**src/rtl/etherneco_synctimer_slave_if.sv**
```systemverilog
`default_nettype none
// +----------------------------------------------------------------------+
// | Module  : etherneco_synctimer_slave_if                               |
// | Brief   : Packet-parser <-> synctimer slave bus (rx, payload, replace)|
// | Revision: 1.0                                                        |
// +----------------------------------------------------------------------+
interface etherneco_synctimer_slave_if;
    logic        rx_start;
    logic        rx_end;
    logic        rx_error;
    logic [15:0] rx_length;
    logic [7:0]  rx_type;
    logic [7:0]  rx_node;
    logic        payload_first;
    logic        payload_last;
    logic [15:0] payload_pos;
    logic [7:0]  payload_data;
    logic        payload_valid;
    logic [7:0]  replace_data;
    logic        replace_valid;

    modport master (
        output rx_start, rx_end, rx_error, rx_length, rx_type, rx_node,
               payload_first, payload_last, payload_pos, payload_data, payload_valid,
        input  replace_data, replace_valid
    );

    modport slave (
        input  rx_start, rx_end, rx_error, rx_length, rx_type, rx_node,
               payload_first, payload_last, payload_pos, payload_data, payload_valid,
        output replace_data, replace_valid
    );
endinterface
`default_nettype wire

```
**src/rtl/etherneco_synctimer_slave.sv**
```systemverilog
`default_nettype none
// +----------------------------------------------------------------------+
// | Module  : etherneco_synctimer_slave                                  |
// | Brief   : Slave-side time sync: local timer, renew/correct, stamping |
// | Revision: 1.0                                                        |
// +----------------------------------------------------------------------+
module etherneco_synctimer_slave #(
    parameter int                     TIMER_WIDTH  = 64,
    parameter int                     STEP         = 8,
    parameter int                     OFFSET_WIDTH = 24,
    parameter int                     LPF_GAIN     = 4,
    parameter logic [7:0]             SYNC_TYPE    = 8'h10,
    parameter logic [TIMER_WIDTH-1:0] LATENCY_COMP = '0
) (
    input  wire logic                    clk,
    input  wire logic                    reset,
    output logic [TIMER_WIDTH-1:0]       current_time,
    output logic [OFFSET_WIDTH-1:0]      adjust_offset,
    output logic                         adjust_valid,
    etherneco_synctimer_slave_if.slave   bus
);
    localparam logic [1:0] c_IDLE  = 2'd0;
    localparam logic [1:0] c_RECV  = 2'd1;
    localparam logic [1:0] c_APPLY = 2'd2;

    localparam logic signed [TIMER_WIDTH-1:0] c_OFF_MAX =
        $signed((TIMER_WIDTH'(1) << (OFFSET_WIDTH-1)) - TIMER_WIDTH'(1));
    localparam logic signed [TIMER_WIDTH-1:0] c_OFF_MIN = ~c_OFF_MAX;

    logic [1:0]              state_q, state_d;
    logic [TIMER_WIDTH-1:0]  current_time_q, current_time_d;
    logic [TIMER_WIDTH-1:0]  rx_time_q, rx_time_d;
    logic [63:0]             master_time_q, master_time_d;
    logic [7:0]              flags_q, flags_d;
    logic                    got_len_q, got_len_d;
    logic [OFFSET_WIDTH-1:0] adjust_offset_q, adjust_offset_d;
    logic                    adjust_valid_q, adjust_valid_d;

    logic [TIMER_WIDTH-1:0]         m_time;
    logic signed [TIMER_WIDTH-1:0]  diff_s;
    logic [OFFSET_WIDTH-1:0]        off_sat;
    logic signed [OFFSET_WIDTH-1:0] off_shift;
    logic [TIMER_WIDTH-1:0]         corr;
    logic [2:0]                     byte_idx;
    logic [16:0]                    slot_base, slot_end, pos_ext;
    logic [1:0]                     slot_idx;
    logic                           in_slot;
    logic                           unused_inputs;

    assign unused_inputs = ^{bus.rx_length, bus.payload_first, bus.payload_last};

    // Offset is the wrapped difference interpreted as signed, then clamped.
    assign m_time    = TIMER_WIDTH'(master_time_q) + LATENCY_COMP;
    assign diff_s    = $signed(m_time - rx_time_q);
    assign off_shift = $signed(off_sat) >>> LPF_GAIN;
    assign corr      = {{(TIMER_WIDTH-OFFSET_WIDTH){off_shift[OFFSET_WIDTH-1]}}, off_shift};
    assign byte_idx  = bus.payload_pos[2:0] - 3'd1;

    always_comb begin
        off_sat = diff_s[OFFSET_WIDTH-1:0];
        if (diff_s > c_OFF_MAX) begin
            off_sat = c_OFF_MAX[OFFSET_WIDTH-1:0];
        end else if (diff_s < c_OFF_MIN) begin
            off_sat = c_OFF_MIN[OFFSET_WIDTH-1:0];
        end
    end

    always_comb begin
        state_d         = state_q;
        current_time_d  = current_time_q + TIMER_WIDTH'(STEP);
        rx_time_d       = rx_time_q;
        master_time_d   = master_time_q;
        flags_d         = flags_q;
        got_len_d       = got_len_q;
        adjust_offset_d = adjust_offset_q;
        adjust_valid_d  = 1'b0;
        case (state_q)
            c_IDLE: begin
                if (bus.rx_start && (bus.rx_type == SYNC_TYPE)) begin
                    state_d   = c_RECV;
                    rx_time_d = current_time_q;
                    got_len_d = 1'b0;
                end
            end
            c_RECV: begin
                if (bus.payload_valid && (bus.payload_pos <= 16'd8)) begin
                    if (bus.payload_pos == 16'd0) begin
                        flags_d = bus.payload_data;
                    end else begin
                        master_time_d[{byte_idx, 3'b000} +: 8] = bus.payload_data;
                    end
                    if (bus.payload_pos == 16'd8) begin
                        got_len_d = 1'b1;
                    end
                end
                if (bus.rx_end) begin
                    state_d = (!bus.rx_error && got_len_q) ? c_APPLY : c_IDLE;
                end else if (bus.rx_start) begin
                    rx_time_d = current_time_q;
                    got_len_d = 1'b0;
                end
            end
            c_APPLY: begin
                state_d = c_IDLE;
                if (flags_q[1]) begin
                    current_time_d = m_time;
                end else if (flags_q[0]) begin
                    adjust_offset_d = off_sat;
                    adjust_valid_d  = 1'b1;
                    current_time_d  = current_time_q + TIMER_WIDTH'(STEP) + corr;
                end
            end
            default: state_d = c_IDLE;
        endcase
    end

    // Per-node stamp slot; a slot that would run past 16 bits is never replaced.
    always_comb begin
        slot_base = 17'd9 + {7'd0, bus.rx_node, 2'b00};
        slot_end  = slot_base + 17'd3;
        pos_ext   = {1'b0, bus.payload_pos};
        slot_idx  = bus.payload_pos[1:0] - slot_base[1:0];
        in_slot   = !slot_end[16] && (pos_ext >= slot_base) && (pos_ext <= slot_end);
        bus.replace_valid = 1'b0;
        bus.replace_data  = 8'h00;
        if (bus.payload_valid && (state_q == c_RECV) && in_slot) begin
            bus.replace_valid = 1'b1;
            bus.replace_data  = rx_time_q[{slot_idx, 3'b000} +: 8];
        end
    end

    always_ff @(posedge clk) begin
        if (reset) begin
            state_q         <= c_IDLE;
            current_time_q  <= '0;
            rx_time_q       <= '0;
            master_time_q   <= '0;
            flags_q         <= '0;
            got_len_q       <= 1'b0;
            adjust_offset_q <= '0;
            adjust_valid_q  <= 1'b0;
        end else begin
            state_q         <= state_d;
            current_time_q  <= current_time_d;
            rx_time_q       <= rx_time_d;
            master_time_q   <= master_time_d;
            flags_q         <= flags_d;
            got_len_q       <= got_len_d;
            adjust_offset_q <= adjust_offset_d;
            adjust_valid_q  <= adjust_valid_d;
        end
    end

    assign current_time  = current_time_q;
    assign adjust_offset = adjust_offset_q;
    assign adjust_valid  = adjust_valid_q;
endmodule
`default_nettype wire
```
**src/flat_wrapper.sv**
```systemverilog
// flat-port wrapper written by rule: the top's interface ports become plain ports
module etherneco_synctimer_slave_flat 
#(
    parameter int                     TIMER_WIDTH  = 64,
    parameter int                     STEP         = 8,
    parameter int                     OFFSET_WIDTH = 24,
    parameter int                     LPF_GAIN     = 4,
    parameter logic [7:0]             SYNC_TYPE    = 8'h10,
    parameter logic [TIMER_WIDTH-1:0] LATENCY_COMP = '0
)
  (clk, reset, current_time, adjust_offset, adjust_valid, bus_rx_start, bus_rx_end, bus_rx_error, bus_rx_length, bus_rx_type, bus_rx_node, bus_payload_first, bus_payload_last, bus_payload_pos, bus_payload_data, bus_payload_valid, bus_replace_data, bus_replace_valid);
  etherneco_synctimer_slave_if bus_i ();
  input  wire logic clk;
  input  wire logic reset;
  output logic [TIMER_WIDTH-1:0] current_time;
  output logic [OFFSET_WIDTH-1:0] adjust_offset;
  output logic adjust_valid;
  input wire logic [$bits(bus_i.rx_start)-1:0] bus_rx_start;
  input wire logic [$bits(bus_i.rx_end)-1:0] bus_rx_end;
  input wire logic [$bits(bus_i.rx_error)-1:0] bus_rx_error;
  input wire logic [$bits(bus_i.rx_length)-1:0] bus_rx_length;
  input wire logic [$bits(bus_i.rx_type)-1:0] bus_rx_type;
  input wire logic [$bits(bus_i.rx_node)-1:0] bus_rx_node;
  input wire logic [$bits(bus_i.payload_first)-1:0] bus_payload_first;
  input wire logic [$bits(bus_i.payload_last)-1:0] bus_payload_last;
  input wire logic [$bits(bus_i.payload_pos)-1:0] bus_payload_pos;
  input wire logic [$bits(bus_i.payload_data)-1:0] bus_payload_data;
  input wire logic [$bits(bus_i.payload_valid)-1:0] bus_payload_valid;
  output wire logic [$bits(bus_i.replace_data)-1:0] bus_replace_data;
  output wire logic [$bits(bus_i.replace_valid)-1:0] bus_replace_valid;
  assign bus_i.rx_start = bus_rx_start;
  assign bus_i.rx_end = bus_rx_end;
  assign bus_i.rx_error = bus_rx_error;
  assign bus_i.rx_length = bus_rx_length;
  assign bus_i.rx_type = bus_rx_type;
  assign bus_i.rx_node = bus_rx_node;
  assign bus_i.payload_first = bus_payload_first;
  assign bus_i.payload_last = bus_payload_last;
  assign bus_i.payload_pos = bus_payload_pos;
  assign bus_i.payload_data = bus_payload_data;
  assign bus_i.payload_valid = bus_payload_valid;
  assign bus_replace_data = bus_i.replace_data;
  assign bus_replace_valid = bus_i.replace_valid;
  etherneco_synctimer_slave #(.TIMER_WIDTH(TIMER_WIDTH), .STEP(STEP), .OFFSET_WIDTH(OFFSET_WIDTH), .LPF_GAIN(LPF_GAIN), .SYNC_TYPE(SYNC_TYPE), .LATENCY_COMP(LATENCY_COMP)) u_core (.clk(clk), .reset(reset), .current_time(current_time), .adjust_offset(adjust_offset), .adjust_valid(adjust_valid), .bus(bus_i));
endmodule
```
**config.mk**
```make
export PLATFORM = sky130hd
export DESIGN_NAME = etherneco_synctimer_slave_flat
export DESIGN_NICKNAME = d
export VERILOG_FILES = /design/src/rtl/etherneco_synctimer_slave_if.sv /design/src/rtl/etherneco_synctimer_slave.sv /design/src/flat_wrapper.sv
export SDC_FILE = /design/constraint.sdc
export NUM_CORES = 1
export LEC_CHECK = 0
export CAP_MARGIN = 10
export CORE_ASPECT_RATIO = 0.8
export CORE_MARGIN = 2
export CORE_UTILIZATION = 25
export DETAILED_ROUTE_END_ITERATION = 12
export PLACE_DENSITY = 0.39
export SKIP_CTS_REPAIR_TIMING = 1
export SLEW_MARGIN = 30
export SYNTH_ARGS = -nofsm -noshare
export SYNTH_HDL_FRONTEND = slang
export SYNTH_SLANG_ARGS = --single-unit
```
**constraint.sdc**
```tcl
create_clock -name clk -period 9.2 [get_ports clk]
set_input_delay 1.38 -clock clk [delete_from_list [all_inputs] [get_ports clk]]
set_output_delay 1.38 -clock clk [all_outputs]
set_load 0.01 [all_outputs]
```
==> results by group <==
Logic synthesis
  – Post-Syn Area: 0.01996 sq mm
  – Post-synth EDFFs: 0
  – Top cells by area, synth: dfxtp_1 22%, ha_1 8.5%, nand2_1 8.5%, a21oi_1 7.9%, nor2_1 5.6%
  – Area leader, netlist: dfxtp_1
  – YS warnings: 0
  – Most frequent cell after synthesis: nand2_1
  – Async S/R FF share, synth: 0%
  – Mapped Nets: 3043
  – Post-synth top cells: 453 x nand2_1, 317 x a21oi_1, 297 x nor2_1
  – Post-Syn Instances: roughly 2800
  – Post-synthesis sequential area ratio: roughly 22%
  – Syn avg cell area: ~7 sq um
  – Synth top area share: between 20 and 25%
  – Flops & latches, synth: between 200 and 250
  – Synth Flop Type: dfxtp_1
  – Synth cell types: slightly below 100

Hold path
  – Worst hold path type: reg -> reg

Setup path
  – Data required time of the worst path: between 9 and 10 ns
  – Top delay family on crit path: compound AO/OA/AOI/OAI gates
  – Most used cell, CP: buf_4
  – Slowest stage delay, CP: about 0.47 ns
  – Worst setup SP type: register
  – Crit path arrival time: a little over 9 ns
  – CP endpoint kind: register
  – CP Class: reg -> reg
  – Critical-path top delay cell: mux2i_1
  – Max FO, Critical Path: 16
  – Buf/Inv on CP: 10

Floorplan
  – DIE AREA: slightly above 0.08 sq mm
  – Initial Util: between 20% and 30%
  – DIE HEIGHT: 256.7 um
  – I/O pin cnt: about 160
  – Row count: around 90
  – Die W: about 320 um
  – Core Box Area: 0.07897 sq mm

CTS
  – Clk sinks: ~220
  – Clk slew on worst S/H paths: 0.06 ns
  – Root buffer cell: clkbuf_16
  – H-tree depth: 1
  – TritonCTS clock tree: built
  – Cts bufs inserted: 28
  – Worst skew pair latency: 0.60 ns
  – CTS max path bufs: 3

Finish
  – Nets: 3418
  – Layout cells sized above 1: 15.38%
  – Ant. Diodes: 0
  – Area Overhead vs Synth: 30.20%

Power and ir drop
  – Pwr dens: about 94 mW/mm^2
  – Static leakage: around 11 nW
  – Worst VDD drop: 128.1 uV

Placement
  – Port bufs: ~140
  – Placer Congestion: ~0.92
  – Pre-CTS WS: -0.5327 ns
  – Final HPWL DP: about 77000 um

Route
  – Drt first-iter violations: about 2000
  – Residual DRC: 0
  – Vias: around 23000
  – DRT antenna net count: 0
  – Average wire per standard cell: around 23 um
  – Final wirelength: around 100000 um
  – First drt pass iteration count: 6
  – Vias/cell: between 5 and 6

Global route
  – Vias in the first global route: approximately 22000
  – Initial antenna violation count: 3
  – GR Overflow Total: 0
  – First-pass GRT wire length: between 100000 and 150000 um
  – Total GRT Usage: between 20% and 30%
  – Largest net degree at the start of global routing: 110

STA
  – Fmax: about 110 MHz
  – Worst hold slack: 0.4477 ns
  – Final setup viols: 0
  – Final Hold Fails: 0
  – Slew headroom: between 30% and 40%
  – Clock Skews: 0.02545 ns
  – Final-report max-slew violation count: 0
  – Worst-margin pin slew: a little over 1 ns
  – Unrepaired setup endpoints after global routing: no
  – Setup ws final: about 0.44 ns
  – Final worst path period share: 95.27%
  – Min Tclk post-route: between 8 and 9 ns

Run
  – # Max-Cap Violations: 0

Run status
  – Status: completed
-- flip-flops by register name, indices dropped and copies added (netlist names) --
| register | cells |
|---|---|
| u_core.current_time | 64 |
| u_core.got_len_q | 1 |
| u_core.state_q | 2 |
| u_core.rx_time_q | 64 |
| u_core.adjust_offset | 24 |
| u_core.adjust_valid | 1 |
| u_core.flags_q | 2 |
| u_core.master_time_q | 64 |
-- worst register-to-register path: cells and delay by family (launching register included) --
family / cells / cell delay (ns)
xor+xnor: 1 / 0.10
buf+inv: 10 / 1.52
fa+ha+maj: 3 / 0.82
simple gates: 10 / 1.72
mux: 2 / 0.69
compound gates: 17 / 3.45
flops: 1 / 0.31
-- metal layers --
layer | vias up | GRT usage [%] | part of all wire [%]
li1 | 10920 | - | -
met1 | 11210 | 32.28 | 47
met2 | 713 | 37.33 | 45
met3 | 108 | 2.520 | 5.3
met4 | 0 | 5.099 | 2.4
met5 | - | 0 | 0
-- cells in the final DEF (no fill, tap or decap), types with 22 or more instances in the layout --
master / synthesis / layout
nand2_1: 453 / 450
buf_4: 1 / 358
a21oi_1: 317 / 309
nor2_1: 297 / 293
dfxtp_1: 222 / 222
clkdlybuf4s50_1: 0 / 141
ha_1: 136 / 136
inv_1: 120 / 120
xnor2_1: 108 / 108
o21ai_0: 99 / 96
nand3_1: 93 / 92
xor2_1: 75 / 75
nand4_1: 69 / 69
nor3_1: 55 / 55
a21o_1: 42 / 42
mux2i_1: 36 / 36
and3_1: 34 / 34
o21a_1: 29 / 29
clkbuf_16: 0 / 28
nor2b_1: 28 / 26
a31oi_1: 25 / 24
or3_1: 23 / 23
nor4_1: 25 / 23
a211oi_1: 26 / 23
o21ai_1: 23 / 22
nand2b_1: 22 / 22
-- stage by stage --
stage / cell area, sq um / power [W] / std cells / setup TNS, ns / util (%)
floorplan: 19960 / 0.001139 / 2841 / 0 / -
global placement: 24830 / 0.001266 / 4215 / -4.592 / 31.45
detailed placement: 24830 / 0.001268 / 4215 / -4.456 / 31.45
CTS: 25800 / 0.002472 / 4266 / -6.326 / 32.68
global route: 25990 / 0.002531 / 4271 / 0 / 32.91
finish: 25990 / 0.002446 / 4271 / 0 / 32.91
-- layout make-up --
type                       count  area [sq um]
clock buffer                  42         833.3
clock inverter                 9         136.4
fill                        8558         52980
inverter                     122         457.9
multi-input combinational   2338         14650
sequential                   222          4444
tap                         1034          1294
timing repair buffer         504          4175
-- worst paths after layout --
path / depth (start not counted) / from / slack, ns / endpoint
setup / recovery: 43 / u_core.master_time_q[0] / 0.44 / u_core.current_time[60]
hold / removal: 2 / u_core.got_len_q / 0.45 / u_core.state_q[1]
setup reg to reg: 43 / u_core.master_time_q[0] / 0.44 / u_core.current_time[60]
hold reg to reg: 2 / u_core.got_len_q / 0.45 / u_core.state_q[1]
-- where the power goes --
part	total (W)	internal [W]	switching, W
Sequential	0.000982	0.000968	0.0000146
Clock	0.00119	0.000707	0.000488
Combinational	0.000270	0.000111	0.000158
Total	0.00245	0.00179	0.000660
-- logic make-up after synthesis --
| family | synth area share [%] |
|---|---|
| AOI/OAI and AO/OA | 24.90 |
| xor gates and xnor gates | 8.029 |
| adders and majority gates | 8.725 |
| buffers and inverters | 5.365 |
| DFF | 22.26 |
| muxes | 3.046 |
| other | 0.01879 |
| and+or+nand+nor | 27.65 |
(Power assumes the default switching activity.)
